===== config.mk =====
export PLATFORM = sky130hd
export DESIGN_NAME = fetch_queue
export DESIGN_NICKNAME = d
export VERILOG_FILES = /design/src/rtl/fetch_queue.sv
export SDC_FILE = /design/constraint.sdc
export NUM_CORES = 1
export LEC_CHECK = 0
export CAP_MARGIN = 20
export CORE_UTILIZATION = 35
export DETAILED_ROUTE_END_ITERATION = 12
export PLACE_DENSITY = 0.5
export SLEW_MARGIN = 30
export SYNTH_ARGS = -nofsm -noshare
export SYNTH_HDL_FRONTEND = slang
export SYNTH_SLANG_ARGS = --single-unit

===== constraint.sdc =====
create_clock -name clk -period 6.7 [get_ports clk]
set_input_delay 1.34 -clock clk [delete_from_list [all_inputs] [get_ports clk]]
set_output_delay 1.34 -clock clk [all_outputs]
set_load 0.01 [all_outputs]

===== src/rtl/fetch_queue.sv =====
// fetch_queue: instruction fetch front end.
// Issues sequential word-aligned fetches to a variable-latency instruction
// memory, buffers the in-order responses in a prefetch FIFO and presents
// {pc, instruction} pairs to decode. A redirect flushes the FIFO, marks every
// outstanding request as stale and restarts fetch at the new address.
module fetch_queue #(
  parameter int unsigned DEPTH    = 4,
  parameter logic [31:0] RESET_PC = 32'h0000_0000
) (
  input  logic        clk,
  input  logic        rst_n,
  output logic        mem_req_valid,
  input  logic        mem_req_ready,
  output logic [31:0] mem_req_addr,
  input  logic        mem_rsp_valid,
  input  logic [31:0] mem_rsp_data,
  input  logic        redirect_valid,
  input  logic [31:0] redirect_pc,
  output logic        out_valid,
  input  logic        out_ready,
  output logic [31:0] out_instr,
  output logic [31:0] out_pc
);

  localparam int unsigned AW       = (DEPTH > 1) ? $clog2(DEPTH) : 1;
  localparam int unsigned CW       = AW + 1;
  localparam logic [31:0] START_PC = RESET_PC & 32'hFFFF_FFFC;
  localparam logic [CW:0] DEPTH_W  = (CW + 1)'(DEPTH);

  logic [31:0]   fetch_pc;
  logic [31:0]   rsp_pc;
  logic [CW-1:0] inflight;
  logic [CW-1:0] drop_cnt;
  logic [CW-1:0] count;
  logic [AW-1:0] wr_ptr;
  logic [AW-1:0] rd_ptr;
  logic [31:0]   pc_mem    [DEPTH];
  logic [31:0]   instr_mem [DEPTH];

  logic [31:0]   redirect_target;
  logic [CW:0]   occupancy;
  logic          credit_ok;
  logic          req_fire;
  logic          rsp_seen;
  logic          push;
  logic          pop;

  // Low address bits of a redirect target are ignored.
  assign redirect_target = redirect_pc & 32'hFFFF_FFFC;

  // Every accepted request owns a FIFO slot until it is answered or popped,
  // so a response can always be written without back-pressure.
  assign occupancy = {1'b0, inflight} + {1'b0, count};
  assign credit_ok = (occupancy < DEPTH_W);

  // Gated with rst_n so the request channel is quiet while reset is held.
  assign mem_req_valid = rst_n & credit_ok & ~redirect_valid;
  assign mem_req_addr  = fetch_pc;
  assign req_fire      = mem_req_valid & mem_req_ready;

  // A response with nothing outstanding is ignored to keep counters sane.
  assign rsp_seen = mem_rsp_valid & (inflight != '0);

  // Responses for stale requests, or arriving in a redirect cycle, are dropped.
  assign push = rsp_seen & (drop_cnt == '0) & ~redirect_valid;

  assign out_valid = (count != '0);
  assign pop       = out_valid & out_ready;
  assign out_instr = instr_mem[rd_ptr];
  assign out_pc    = pc_mem[rd_ptr];

  // Fetch address generator: advance on acceptance, reload on redirect.
  always_ff @(posedge clk or negedge rst_n) begin
    if (!rst_n) begin
      fetch_pc <= START_PC;
    end else if (redirect_valid) begin
      fetch_pc <= redirect_target;
    end else if (req_fire) begin
      fetch_pc <= fetch_pc + 32'd4;
    end
  end

  // PC tag for the next kept response; tracks fetch_pc in response order.
  always_ff @(posedge clk or negedge rst_n) begin
    if (!rst_n) begin
      rsp_pc <= START_PC;
    end else if (redirect_valid) begin
      rsp_pc <= redirect_target;
    end else if (push) begin
      rsp_pc <= rsp_pc + 32'd4;
    end
  end

  // Outstanding request counter, including requests that will be dropped.
  always_ff @(posedge clk or negedge rst_n) begin
    if (!rst_n) begin
      inflight <= '0;
    end else begin
      case ({req_fire, rsp_seen})
        2'b10:   inflight <= inflight + CW'(1);
        2'b01:   inflight <= inflight - CW'(1);
        default: inflight <= inflight;
      endcase
    end
  end

  // Stale-response counter: a redirect marks everything still outstanding
  // (minus a response consumed in the same cycle) as stale, replacing any
  // previous count since those requests are part of the outstanding set.
  always_ff @(posedge clk or negedge rst_n) begin
    if (!rst_n) begin
      drop_cnt <= '0;
    end else if (redirect_valid) begin
      drop_cnt <= rsp_seen ? (inflight - CW'(1)) : inflight;
    end else if (rsp_seen && (drop_cnt != '0)) begin
      drop_cnt <= drop_cnt - CW'(1);
    end
  end

  // FIFO pointers and occupancy; a redirect empties the queue by snapping the
  // read pointer onto the write pointer.
  always_ff @(posedge clk or negedge rst_n) begin
    if (!rst_n) begin
      wr_ptr <= '0;
      rd_ptr <= '0;
      count  <= '0;
    end else if (redirect_valid) begin
      rd_ptr <= wr_ptr;
      count  <= '0;
    end else begin
      if (push) begin
        wr_ptr <= wr_ptr + AW'(1);
      end
      if (pop) begin
        rd_ptr <= rd_ptr + AW'(1);
      end
      case ({push, pop})
        2'b10:   count <= count + CW'(1);
        2'b01:   count <= count - CW'(1);
        default: count <= count;
      endcase
    end
  end

  // FIFO storage: registered entries, no bypass from response to output.
  always_ff @(posedge clk or negedge rst_n) begin
    if (!rst_n) begin
      for (int unsigned i = 0; i < DEPTH; i++) begin
        pc_mem[i]    <= '0;
        instr_mem[i] <= '0;
      end
    end else if (push) begin
      pc_mem[wr_ptr]    <= rsp_pc;
      instr_mem[wr_ptr] <= mem_rsp_data;
    end
  end

endmodule


==> results.toml <==
[synth]
yosys-top-cells-count = "321 x dfrtp_1, 236 x mux2_2, 72 x nand2_1, 62 x mux4_2, 45 x o21ai_0"
netlist.area_leader.share_pct = 53.5
yosysMostFrequentCell = "dfrtp_1"
synth_top_cell_by_area = "dfrtp_1"
syn_inst = 1093
ys_seq_elements = 321
synthTopCellsByArea = "dfrtp_1 54%, mux2_2 18%, mux4_2 9.3%"
seq_area_frac_synth_pct = 53.5
synth-edff-count = 0
yosysWarnings = 0
synth_ff_type = "dfrtp_1"
async_reset_ff_share_pct = 100
synth_cell_types = 54
post_synth.cell_area_avg_um2 = 13.7
netlist_area_um2 = 15000

[pwr]
power_density_nw_per_um2 = 407
peakVddDrop_v = 0.000153
power_leakage_nw = 8.21

[die]
coreArea_um2 = 42100
ios = 168
initial_core_util_pct = 35.6
die_h_um = 209
die_x_um = 209
dieArea_um2 = 43700
rows = 75

[detailed_routing]
wl_per_cell_um = 20.0
drc = 0
vias = 9399
viasPerCell = 5.22
wl_um = 36000
drtIter0Drc = 390
antenna_left = 0
first_pass_iters = 4

[layout]
nFillCells = 3932
design_area_um2 = 18400
antenna_cells = 0
fin_nets = 1316
drive_gt1_share_pct = 30.9
syn_to_final_growth_pct = 22.7
final_cells = 1801

[clocking]
cts_max_level = 2
path_clk_slew_ns = 0.06
cts_resized = 0
cts_buffer_depth = 3
cts_made_buffers = 39
clock_latency_ns = 0.54
cts.hold.buffers_added = 0
cts_sinks = 321
clockRootBuffer = "clkbuf_16"
cts_tree = "yes"
postCtsSetupBuffers = 0

[grt]
grt-ovfl-total = 0
grt_pass1_wl_um = 58100
track_usage_pct = 17.1
antenna_found_initial = 0
grt_start_max_net_pins = 159
grt_pass1_vias = 10200

[timing]
min_period_ns = 4.37
slew_headroom_pct = 41.4
setup_tns_ns = 0
clock_skew_ns = 0.0121
worst_slew_pin_slew_ns = 0.878
maxSlewViolCount = 0
final_hold_viol_count = 0
fmax_mhz = 229
rsz0062_at_grt = "false"
timing.final.crit_share_pct = 65.2
setup_viol = 0

[worst_setup_path]
worstPathArrival_ns = 3.03
start_kind = "flop"
endpoint_kind = "output pin"
required_ns = 5.36
crit_type = "flop to output pin"
worstRegToRegCells = 8
critical_path.max_fanout = 46

[place]
place_hpwl_um = 22300
dp_cells = 1729
placed_area_um2 = 17100
gp_congestion = 0.758
io_buffers = 161

[outcome]
outcome = "complete, no violations"

[worst_hold_path]
hold_class = "flop to flop"
holdPathStages = 1

[job]
cap_violations = 0
[cell families after synthesis]
| group | Yosys count | synth area share (%) |
|---|---|---|
| other | 1 | 0.0250 |
| AND/OR/NAND/NOR | 211 | 7.46 |
| flip-flops | 321 | 53.5 |
| AO/OA/AOI/OAI | 91 | 3.76 |
| adder cells (fa/ha/maj) | 15 | 1.30 |
| XOR/XNOR | 41 | 2.39 |
| multiplexers | 320 | 28.6 |
| buffers and inverters | 93 | 2.89 |
[area by class of cell]
| class | count | area [um^2] | area share (%) |
|---|---|---|---|
| multi-input cells | 682 | 6590 | 35.8 |
| clock buffers | 63 | 1200 | 6.50 |
| well taps | 539 | 674 | 3.66 |
| inverters | 12 | 45.0 | 0.245 |
| repair buffers | 175 | 1730 | 9.41 |
| flip-flops and latches | 321 | 8040 | 43.7 |
| clock inverters | 9 | 135 | 0.734 |
[placed cells by master (no fill, tap or decap), types with 3 or more instances in the layout]
master / instances
xor2_1: 14
a31oi_1: 5
nand4_1: 26
ha_1: 14
clkinv_2: 4
xnor2_1: 27
dfrtp_1: 319
o311ai_0: 7
nor4_1: 4
mux4_2: 62
o211ai_1: 12
nand2_1: 68
and2_1: 5
nand3_1: 24
nand2_4: 4
clkbuf_1: 12
clkbuf_16: 40
conb_1: 4
o31a_1: 3
o21ai_0: 45
bufinv_16: 3
or4_1: 5
clkdlybuf4s50_1: 159
buf_4: 12
and4_1: 9
and3_1: 13
nor3_1: 9
inv_1: 11
clkbuf_8: 11
a21oi_1: 8
nor2_1: 26
mux2_2: 236
mux2_1: 20
or3_1: 4
[worst paths after layout]
kind / to / slack [ns] / start
worst max-delay path: out_pc[31] / 2.33 / rd_ptr[1]$_DFFE_PN0P_
worst min-delay path: pc_mem[18]$_DFFE_PN0P_ / 0.49 / pc_mem[18]$_DFFE_PN0P_
worst max register to register: pc_mem[18]$_DFFE_PN0P_ / 3.35 / inflight[0]$_DFFE_PN0P_
worst min register to register: pc_mem[18]$_DFFE_PN0P_ / 0.49 / pc_mem[18]$_DFFE_PN0P_
max in group asynchronous: pc_mem[51]$_DFFE_PN0P_ / 4.34 / rst_n
min in group asynchronous: instr_mem[92]$_DFFE_PN0P_ / 0.69 / rst_n
[stage by stage]
stage	hold WS (ns)	power, W	utilization [%]	setup slack (ns)
after CTS	0.491	0.00764	43.7	2.25
final	0.487	0.00750	43.7	2.33
after global routing	0.507	0.00796	43.7	2.19
after floorplan	0.459	0.00438	-	2.97
after detailed placement	0.479	0.00542	40.5	2.44
after global placement	0.468	0.00537	40.5	2.47
[layer usage]
layer | GRT usage, % | up-vias | wire [um]
met5 | 0 | - | 0
met4 | 4.77 | 0 | 653
met3 | 3.71 | 50 | 1690
met2 | 27.7 | 187 | 16900
met1 | 23.2 | 4865 | 16800
li1 | - | 4297 | -
[critical path, stage by stage, from the launching register on]
cell,delay [ns]
dfrtp_2,0.71
buf_4,0.76
mux4_2,0.43
clkdlybuf4s50_1,0.55
[registers in the layout, indices dropped and copies added, names as in the netlist]
name	count
drop_cnt	3
rd_ptr	2
pc_mem	120
count	3
mem_req_addr	30
rsp_pc	30
wr_ptr	2
inflight	3
instr_mem	128
[power breakdown]
| group | switching [W] | internal, W | leakage [nW] |
|---|---|---|---|
| sequential | 0.000433 | 0.00255 | 4.19 |
| clock | 0.000829 | 0.00134 | 0.656 |
| combinational | 0.000923 | 0.00143 | 3.37 |
| total | 0.00219 | 0.00531 | 8.21 |
Note: power is estimated with default switching activity, not from simulation.
